--- src/rtl/miksys_pkg.sv ---
// Shared command-path types: command word addresses, command words and the
// {address, command} pair that travels from fetch to the executor.
package miksys_pkg;

    localparam int CMD_ADDR_W = 21;
    localparam int CMD_W      = 32;

    typedef logic [CMD_ADDR_W-1:0] cmd_addr_t;
    typedef logic [CMD_W-1:0]      cmd_word_t;

    typedef struct packed {
        cmd_addr_t addr;
        cmd_word_t data;
    } cmd_entry_t;

endpackage

--- src/rtl/cmd_fifo.sv ---
// Synchronous FIFO of fetched command entries; a flush empties it at the edge
// and overrides any push arriving in the same cycle.
module cmd_fifo
    import miksys_pkg::*;
#(
    parameter int DEPTH = 4,
    localparam int PTR_W = $clog2(DEPTH),
    localparam int CNT_W = PTR_W + 1
) (
    input  logic             clock,
    input  logic             reset,
    input  logic             push,
    input  cmd_entry_t       push_entry,
    input  logic             pop,
    input  logic             flush,
    output cmd_entry_t       head,
    output logic [CNT_W-1:0] count,
    output logic             empty,
    output logic             full
);

    cmd_entry_t       mem_q [DEPTH];
    logic [PTR_W-1:0] wr_ptr_q, wr_ptr_d;
    logic [PTR_W-1:0] rd_ptr_q, rd_ptr_d;
    logic [CNT_W-1:0] count_q, count_d;
    logic             push_en, pop_en;

    always_comb begin
        push_en  = push & ~flush;
        pop_en   = pop & ~empty;
        wr_ptr_d = wr_ptr_q;
        rd_ptr_d = rd_ptr_q;
        count_d  = count_q;
        if (flush) begin
            wr_ptr_d = '0;
            rd_ptr_d = '0;
            count_d  = '0;
        end else begin
            // Pointers wrap naturally because DEPTH is a power of two.
            if (push_en) wr_ptr_d = wr_ptr_q + PTR_W'(1);
            if (pop_en)  rd_ptr_d = rd_ptr_q + PTR_W'(1);
            count_d = count_q + CNT_W'(push_en) - CNT_W'(pop_en);
        end
    end

    always_ff @(posedge clock) begin
        if (reset) begin
            wr_ptr_q <= '0;
            rd_ptr_q <= '0;
            count_q  <= '0;
        end else begin
            wr_ptr_q <= wr_ptr_d;
            rd_ptr_q <= rd_ptr_d;
            count_q  <= count_d;
        end
    end

    always_ff @(posedge clock) begin
        if (push_en) mem_q[wr_ptr_q] <= push_entry;
    end

    assign head  = mem_q[rd_ptr_q];
    assign count = count_q;
    assign empty = (count_q == '0);
    assign full  = (count_q == CNT_W'(DEPTH));

endmodule

--- src/rtl/command_fetch.sv ---
// Command fetch stage: owns the command PC, absorbs the cache's one-cycle read
// latency, replays rejected fetches, handles jumps and buffers commands for the executor.
module command_fetch
    import miksys_pkg::*;
#(
    parameter int              ADDR_W     = CMD_ADDR_W,
    parameter int              DATA_W     = CMD_W,
    parameter int              FIFO_DEPTH = 4,
    parameter logic [ADDR_W-1:0] RESET_ADDR = '0
) (
    input  logic              clock,
    input  logic              reset,
    output logic [ADDR_W-1:0] command_addr,
    input  logic              command_ready,
    input  logic [DATA_W-1:0] next_command,
    input  logic              jump_valid,
    input  logic [ADDR_W-1:0] jump_addr,
    output logic              cmd_valid,
    input  logic              cmd_ready,
    output logic [DATA_W-1:0] cmd_data,
    output logic [ADDR_W-1:0] cmd_addr
);

    localparam int CNT_W = $clog2(FIFO_DEPTH) + 1;

    logic [ADDR_W-1:0] pc_q, pc_d;
    logic              inflight_v_q, inflight_v_d;
    logic [ADDR_W-1:0] inflight_addr_q, inflight_addr_d;

    logic              replay, issue, fifo_push, fifo_pop;
    logic [CNT_W:0]    occupancy;
    logic [CNT_W-1:0]  fifo_count;
    logic              fifo_empty, fifo_full;
    cmd_entry_t        push_entry, fifo_head;

    always_comb begin
        replay    = inflight_v_q & ~command_ready & ~jump_valid;
        fifo_push = inflight_v_q &  command_ready & ~jump_valid;
        // Credit check counts the outstanding fetch so a return always has a free slot.
        occupancy = {1'b0, fifo_count} + {{CNT_W{1'b0}}, inflight_v_q};
        issue     = ~jump_valid & ~replay & (occupancy < (CNT_W+1)'(FIFO_DEPTH));

        pc_d            = pc_q;
        inflight_v_d    = issue;
        inflight_addr_d = inflight_addr_q;
        if (jump_valid) begin
            pc_d = jump_addr;
        end else if (replay) begin
            pc_d = inflight_addr_q;
        end else if (issue) begin
            pc_d            = pc_q + ADDR_W'(1);
            inflight_addr_d = pc_q;
        end
    end

    always_ff @(posedge clock) begin
        if (reset) begin
            pc_q         <= RESET_ADDR;
            inflight_v_q <= 1'b0;
        end else begin
            pc_q         <= pc_d;
            inflight_v_q <= inflight_v_d;
            assert (!(fifo_push && fifo_full));
        end
    end

    always_ff @(posedge clock) begin
        inflight_addr_q <= inflight_addr_d;
    end

    assign push_entry = '{addr: inflight_addr_q, data: next_command};
    assign fifo_pop   = cmd_valid & cmd_ready;

    cmd_fifo #(
        .DEPTH (FIFO_DEPTH)
    ) u_fifo (
        .clock      (clock),
        .reset      (reset),
        .push       (fifo_push),
        .push_entry (push_entry),
        .pop        (fifo_pop),
        .flush      (jump_valid),
        .head       (fifo_head),
        .count      (fifo_count),
        .empty      (fifo_empty),
        .full       (fifo_full)
    );

    // Head fields are forced to zero while empty so the outputs read 0 out of reset.
    assign command_addr = pc_q;
    assign cmd_valid    = ~fifo_empty;
    assign cmd_addr     = fifo_empty ? '0 : fifo_head.addr;
    assign cmd_data     = fifo_empty ? '0 : fifo_head.data;

endmodule
--- config.mk ---
export PLATFORM = sky130hd
export DESIGN_NAME = command_fetch
export DESIGN_NICKNAME = d
export VERILOG_FILES = /design/src/rtl/miksys_pkg.sv /design/src/rtl/cmd_fifo.sv /design/src/rtl/command_fetch.sv
export SDC_FILE = /design/constraint.sdc
export NUM_CORES = 1
export LEC_CHECK = 0
export ABC_CLOCK_PERIOD_IN_PS = 5600
export CAP_MARGIN = 15
export CORE_ASPECT_RATIO = 0.75
export CORE_MARGIN = 1.5
export CORE_UTILIZATION = 35
export DETAILED_ROUTE_END_ITERATION = 16
export SYNTH_ARGS = -nofsm -noshare
export SYNTH_HDL_FRONTEND = slang
export SYNTH_SLANG_ARGS = --single-unit
--- constraint.sdc ---
create_clock -name clock -period 5.6 [get_ports clock]
set_input_delay 0.84 -clock clock [delete_from_list [all_inputs] [get_ports clock]]
set_output_delay 0.84 -clock clock [all_outputs]
set_load 0.01 [all_outputs]
==> summary.txt, run 1 <==
Floorplanning
  • Initial core utilization: 35.6%
  • Floorplan row count: 55
  • Die width: 206 um
  • Die height: 155 um
  • Core area: 0.0303 mm^2
  • Boundary pin count: ~130
  • Die footprint: 0.0319 mm^2

Synth
  • Synth top area share: 64.8%
  • Synth async-reset ratio: 0%
  • Area contributors post-synth: edfxtp_1 (65%), mux4_2 (11%), dfxtp_1 (5.7%), and2_1 (3.5%), a21oi_1 (1.2%)
  • Register area share after synthesis: a little over two thirds
  • Synth cell types: 56
  • #FFs+latches synth: 264
  • Post-synthesis simple-gate area fraction: 9.02%
  • Commonest cells in the netlist: edfxtp_1 (233), and2_1 (61), mux4_2 (53), nand2_1 (34), dfxtp_1 (31)
  • Main combinational cell family by area after synthesis: multiplexers
  • Syn. warnings: 0
  • EDFF count, synth: about 230
  • Post-synthesis adder-cell area fraction: 1.11%
  • Cell Area, Synth: 0.0108 mm^2
  • Post-synthesis mux area share: 11.3%
  • Post-Synth XOR/XNOR Area: less than 1%
  • Area leader, netlist: edfxtp_1
  • Synth Area in Compound Gates: around 5.3%
  • Syn Inst Count: around 650
  • Most common cell in the netlist: edfxtp_1
  • Syn Area/Cell: 16.5 um^2
  • Most used DFF post-synth: edfxtp_1
  • Synthesized Nets: 720

Global route
  • Vias in the first global route: 6,137
  • Gr usage total: between 10% and 20%
  • First-pass GRT wire length: 36,700 um
  • Grt ovf: 0
  • Largest net degree at the start of global routing: between 50 and 60
  • Initial antenna violation count: 0

Worst setup path
  • Setup crit end kind: output pin
  • CP delay by family, top: flip-flops
  • Buf/Inv on CP: 2
  • Arrival time at the worst endpoint: 3040 ps
  • CP startpoint kind: register
  • CP max stage cell: dfxtp_4
  • Cells traversed along the worst timing path: buf_4 -> mux4_2 -> and2_1 -> clkdlybuf4s50_1
  • Crit-path max cell delay: 940 ps
  • WS Path Type: reg2out
  • Worst R2R Setup Slack: about 2800 ps
  • Worst Path Max Fanout: 43
  • Worst Path Required: 4760 ps

Route
  • DR pass1 iterations: 7
  • Drt wl/cell: 19.8 um
  • DR iter-0 viols: 420
  • Vias after detailed routing: 6,150
  • Routed wire length: 23,900 um
  • Drt drc: 0
  • Antenna Nets Post-Route: 0
  • Routed vias/inst: ~5.1

Placement
  • RD Place Congestion: 0.800
  • # port buffers: between 100 and 150
  • HPWL after detailed placement: 15,400 um

Pwr
  • Clock power share: 40.6%
  • Register share of total power: 53.6%
  • Comb pwr share: 5.7%
  • Int Power: 0.00328 W
  • Worst vdd ir: 186 uV
  • Power density over the cells: 311 mW/mm^2
  • Leak: between 4 and 5 nW
  • Sw power: 0.000881 W
  • Switching share of power: a little over a fifth

Clocking
  • Post-CTS Setup Inserts: 0
  • Clock sinks: about 260
  • Clk_lat worst skew: 530 ps
  • CTS max path bufs: 3
  • Cts-stage hold buffer count: 0
  • CTS HTree Levels: 1
  • Cts bufs inserted: 26
  • CTS clk-pin slew, worst paths: 60 ps
  • CTS resizes: 0
  • CTS root buffer: clkbuf_16
  • CTS tree: yes

STA
  • Worst Tran Pin Value: about 1000 ps
  • Setup_tns: 0 ps
  • RSZ-0062 raised after global routing: false
  • Clock Skew: 14.8 ps
  • Final setup violating endpoints: 0
  • Relative slew slack: 32.5%
  • Final Max Slew Viols: 0
  • Tmin final: a little under 4000 ps
  • Final Hold Fails: 0
  • Peak Freq: between 200 and 300 MHz
  • Final worst-path cycle share: 69.3%

Final layout
  • Synthesis-to-layout area growth: 23.9%
  • Core Util, Final: 44.2%
  • Nets: 852
  • Share of layout cells above drive strength 1: 14.7%

Outcome
  • Outcome: complete, no violations

Hold path
  • Tightest Hold Check Type: reg2reg

Flow run
  • Max cap viols: 0
worst reg2reg max path, stage by stage (launching register included):
cell	delay [ps]
dfxtp_1	350
or3_2	880
and2_1	380
ha_1	290
inv_1	40
ha_1	200
fa_1	380
xor2_1	160
nor2_1	50
final cells by class:
class / instances / area [um^2]
inverters: 16 / 60.1
well taps: 399 / 499
flip-flops and latches: 264 / 7620
multi-input cells: 332 / 2930
clock inverters: 17 / 153
clock buffers: 31 / 689
fillers: 2703 / 16900
repair buffers: 145 / 1410
diodes: 1 / 2.50
per-layer routing:
metal  vias up  part of all wire, %  track usage [%]
li1       2806                    -                -
met1      3090                   49             23.3
met2       226                   42             22.0
met3        28                  6.8             3.02
met4         0                  1.4             2.90
met5         -                    0                0
worst paths after layout:
path / start / cells past startpoint / end
worst max register to register: u_fifo.count[1] / 8 / u_fifo.count[2]
worst max-delay path: register / 4 / cmd_data[6]
worst min-delay path: command_addr[10] / 0 / inflight_addr_q[10]
worst min register to register: command_addr[10] / 0 / inflight_addr_q[10]
power groups by stage:
stage	combinational (W)	sequential, W	clock [W]
6_report	0.000239	0.00223	0.00169
5_1_grt	0.000261	0.00224	0.00181
4_1_cts	0.000241	0.00223	0.00174
3_5_place_dp	0.000240	0.00228	0
3_3_place_gp	0.000239	0.00228	0
2_1_floorplan	0.000108	0.00226	0
per-stage QoR:
stage          power [W]  instances  area, um^2  setup slack, ps  hold slack (ps)
6_report         0.00416       1205       13400             1720              497
5_1_grt          0.00430       1204       13400             1460              513
4_1_cts          0.00421       1204       13400             1590              491
3_5_place_dp     0.00252       1156       12500             2150              475
3_3_place_gp     0.00251       1156       12500             2180              495
2_1_floorplan    0.00236        653       10800             2300              474
sequential cells by signal, indices dropped and copies added, names as in the netlist, named ones only:
register,flops
inflight_addr_q,21
command_addr,21
u_fifo.wr_ptr_q,2
u_fifo.mem_q,212
u_fifo.count,3
inflight_v_q,1
u_fifo.rd_ptr_q,2
cell usage in the layout (no fill, tap or decap), types with 12 or more instances in the layout:
| cell type | n |
|---|---|
| edfxtp_1 | 233 |
| clkdlybuf4s50_1 | 131 |
| and2_1 | 57 |
| mux4_2 | 53 |
| nand2_1 | 34 |
| dfxtp_1 | 29 |
| a21oi_1 | 26 |
| clkbuf_16 | 26 |
| nor2_1 | 22 |
| inv_1 | 16 |
| nand3_1 | 13 |
| buf_4 | 13 |
| o21ai_1 | 12 |
cells by family (layout without fill, tap and decap cells):
kind of cell	count (synthesis)	in the layout
AOI/OAI and AO/OA	87	87
and+or+nand+nor	175	175
xor gates and xnor gates	5	5
muxes	56	56
adders and majority gates	9	9
other	0	1
buffers and inverters	57	209
DFF	264	264
(Power assumes the default switching activity.)
==> inputs of run 2 (changes only) <==
--- a/config.mk
+++ b/config.mk
@@ -5,7 +5,7 @@
 export SDC_FILE = /design/constraint.sdc
 export NUM_CORES = 1
 export LEC_CHECK = 0
-export ABC_CLOCK_PERIOD_IN_PS = 5600
+export ABC_CLOCK_PERIOD_IN_PS = 3190
 export CAP_MARGIN = 15
 export CORE_ASPECT_RATIO = 0.75
 export CORE_MARGIN = 1.5
==> constraint.sdc (replaced) <==
create_clock -name clock -period 3.19 [get_ports clock]
set_input_delay 0.4785 -clock clock [delete_from_list [all_inputs] [get_ports clock]]
set_output_delay 0.4785 -clock clock [all_outputs]
set_load 0.01 [all_outputs]
==> run 2 against run 1 <==
Combinational power increased by 81%. Sequential share of layout area shrank 1.2 points. Die area unchanged. Power up 87%. Utilization is 0.92 points higher. First-iteration DRC count is 13% higher. Critical endpoint is now cmd_data[21].
==> summary.txt, run 2 (synthesis gave the netlist of run 1 again) <==
Global route
  • Layer with the highest usage: met1
  • First-pass GRT wire length: roughly 37,000 um
  • Initial antenna violation count: 0
  • Vias in the first global route: 6,269
  • Met1 Use GR: 23.1%
  • Grt ovf: 0
  • Met3 usage: 3.08%
  • Largest net degree at the start of global routing: 54
  • Gr usage total: 15.1%
  • GR Util met2: 22.3%

Worst setup path
  • CP max stage cell: or3_2
  • Worst R2R Setup Slack: ~530 ps
  • Arrival time at the worst endpoint: 2580 ps
  • Setup crit end kind: output pin
  • CP startpoint kind: register
  • Reg2Reg Depth: 8
  • Crit-path max cell delay: 780 ps
  • RR Endpoint: u_fifo.count[2]
  • Worst r2r src: u_fifo.count[1]
  • Worst Path Required: 2710 ps
  • Cells traversed along the worst timing path: or3_2 -> buf_12 -> and2_1 -> clkdlybuf4s50_1
  • WS Path Type: reg2out
  • Worst Path Max Fanout: 31

STA
  • Relative slew slack: 61.0%
  • Peak Freq: 327 MHz
  • Clock Skew: 7.63 ps
  • Final Hold Fails: 0
  • Final worst-path cycle share: a little over nine tenths
  • PnR worst setup slack: between 100 and 150 ps
  • RSZ-0062 raised after global routing: false
  • Final setup violating endpoints: 0
  • Setup_tns: 0 ps
  • Tmin final: roughly 3000 ps
  • Worst Tran Pin Value: a little under 600 ps
  • Final Max Slew Viols: 0

Clocking
  • Post-CTS Setup Inserts: 0
  • CTS tree: yes
  • Clk_lat worst skew: around 520 ps
  • CTS root buffer: clkbuf_16
  • CTS HTree Levels: 1
  • Cts-stage hold buffer count: 0
  • Clock sinks: ~260
  • CTS resizes: 0
  • Cts bufs inserted: 26
  • CTS clk-pin slew, worst paths: 70 ps
  • CTS max path bufs: 3

Floorplanning
  • Die footprint: between 0.03 and 0.04 mm^2
  • Floorplan row count: 55
  • Initial core utilization: a little over a third
  • Die width: 206 um
  • Core area: roughly 0.03 mm^2
  • Boundary pin count: about 130
  • Die height: 155 um

Final layout
  • N_diodes: 0
  • Multi-input gate area: 0.00293 mm^2
  • Filler cells: 2,653
  • Nets: 861
  • Biggest register: u_fifo.mem_q
  • Most common cell after layout, fill and taps aside: edfxtp_1
  • Largest register FFs: 212
  • Synthesis-to-layout area growth: 26.5%
  • Most frequent cells in the layout: edfxtp_1 (233), clkdlybuf4s50_1 (131), and2_1 (57)
  • Register area: 0.00762 mm^2
  • Share of layout cells above drive strength 1: 16.0%

Route
  • Drt drc: 0
  • Drt wl/cell: 19.7 um
  • Routed vias/inst: 5.08
  • DR iter-0 viols: roughly 480
  • Vias after detailed routing: 6,161
  • DR pass1 iterations: 5
  • Antenna Nets Post-Route: 0
  • Routed wire length: roughly 24,000 um

Placement
  • HPWL after detailed placement: between 15,000 and 20,000 um
  • Post-Place Setup Slack: between 500 and 600 ps
  • RD Place Congestion: 0.866
  • # port buffers: roughly 130

Hold path
  • Tightest Hold Check Type: reg2reg
  • Hold worst-path end: inflight_addr_q[7]
  • Hold Crit Depth: 0
  • Hold path start: command_addr[7]

Pwr
  • Leak: around 4.4 nW
  • Power density over the cells: 569 mW/mm^2
  • Clock power share: 44.1%
  • Switching share of power: between 15 and 20%
  • Register share of total power: 50.4%
  • Comb pwr share: ~5.6%
  • Sw power: 0.00155 W
  • Int Power: 0.00622 W
  • Worst vdd ir: roughly 210 uV

Flow run
  • Max cap viols: 0

Outcome
  • Outcome: complete, no violations
## run 2: layout make-up
type / instances / share of cell area, %
timing repair buffer: 154 / 11.5
sequential: 264 / 55.8
multi-input combinational: 332 / 21.5
tap: 399 / 3.66
inverter: 16 / 0.440
clock inverter: 13 / 1.78
clock buffer: 35 / 5.32
## run 2: layer usage
layer  part of all wire (%)  vias up
met5                      0        -
met3                    6.9       33
met4                    1.5        0
met2                     42      225
met1                     49     3084
li1                       -     2819
## run 2: worst max path at each step
stage / from / to / slack, ps / cells past startpoint
2_1_floorplan: jump_valid / u_fifo.mem_q[0][0] / 250 / 5
3_3_place_gp: u_fifo.count[1] / u_fifo.count[2] / 580 / 8
3_5_place_dp: u_fifo.count[1] / u_fifo.count[2] / 520 / 8
4_1_cts: register / cmd_data[8] / 90 / 4
5_1_grt: register / cmd_data[8] / 4 / 4
6_report: u_fifo.count[1] / cmd_data[21] / 130 / 4
## run 2: power groups by stage
stage	registers (W)	clock network (W)	logic, W
after global placement	0.00399	0	0.000430
after CTS	0.00391	0.00350	0.000436
final	0.00391	0.00343	0.000432
after global routing	0.00392	0.00364	0.000473
after floorplan	0.00396	0	0.000189
after detailed placement	0.00399	0	0.000434
## run 2: worst max-delay path, delay by kind of cell, from the launching register on
kind                   cells  cell delay, ps
flip-flops                 1             350
buffers and inverters      2             750
AND/OR/NAND/NOR            2             950
## run 2: through the flow
| step | std cells | power [W] | area, um^2 | hold WS (ps) | utilization [%] |
|---|---|---|---|---|---|
| 2_1_floorplan | 653 | 0.00415 | 10800 | 474 | - |
| 3_3_place_gp | 1165 | 0.00442 | 12700 | 489 | 41.9 |
| 3_5_place_dp | 1165 | 0.00442 | 12700 | 471 | 41.9 |
| 4_1_cts | 1213 | 0.00785 | 13700 | 491 | 45.1 |
| 5_1_grt | 1213 | 0.00803 | 13700 | 506 | 45.1 |
| 6_report | 1213 | 0.00777 | 13700 | 489 | 45.1 |
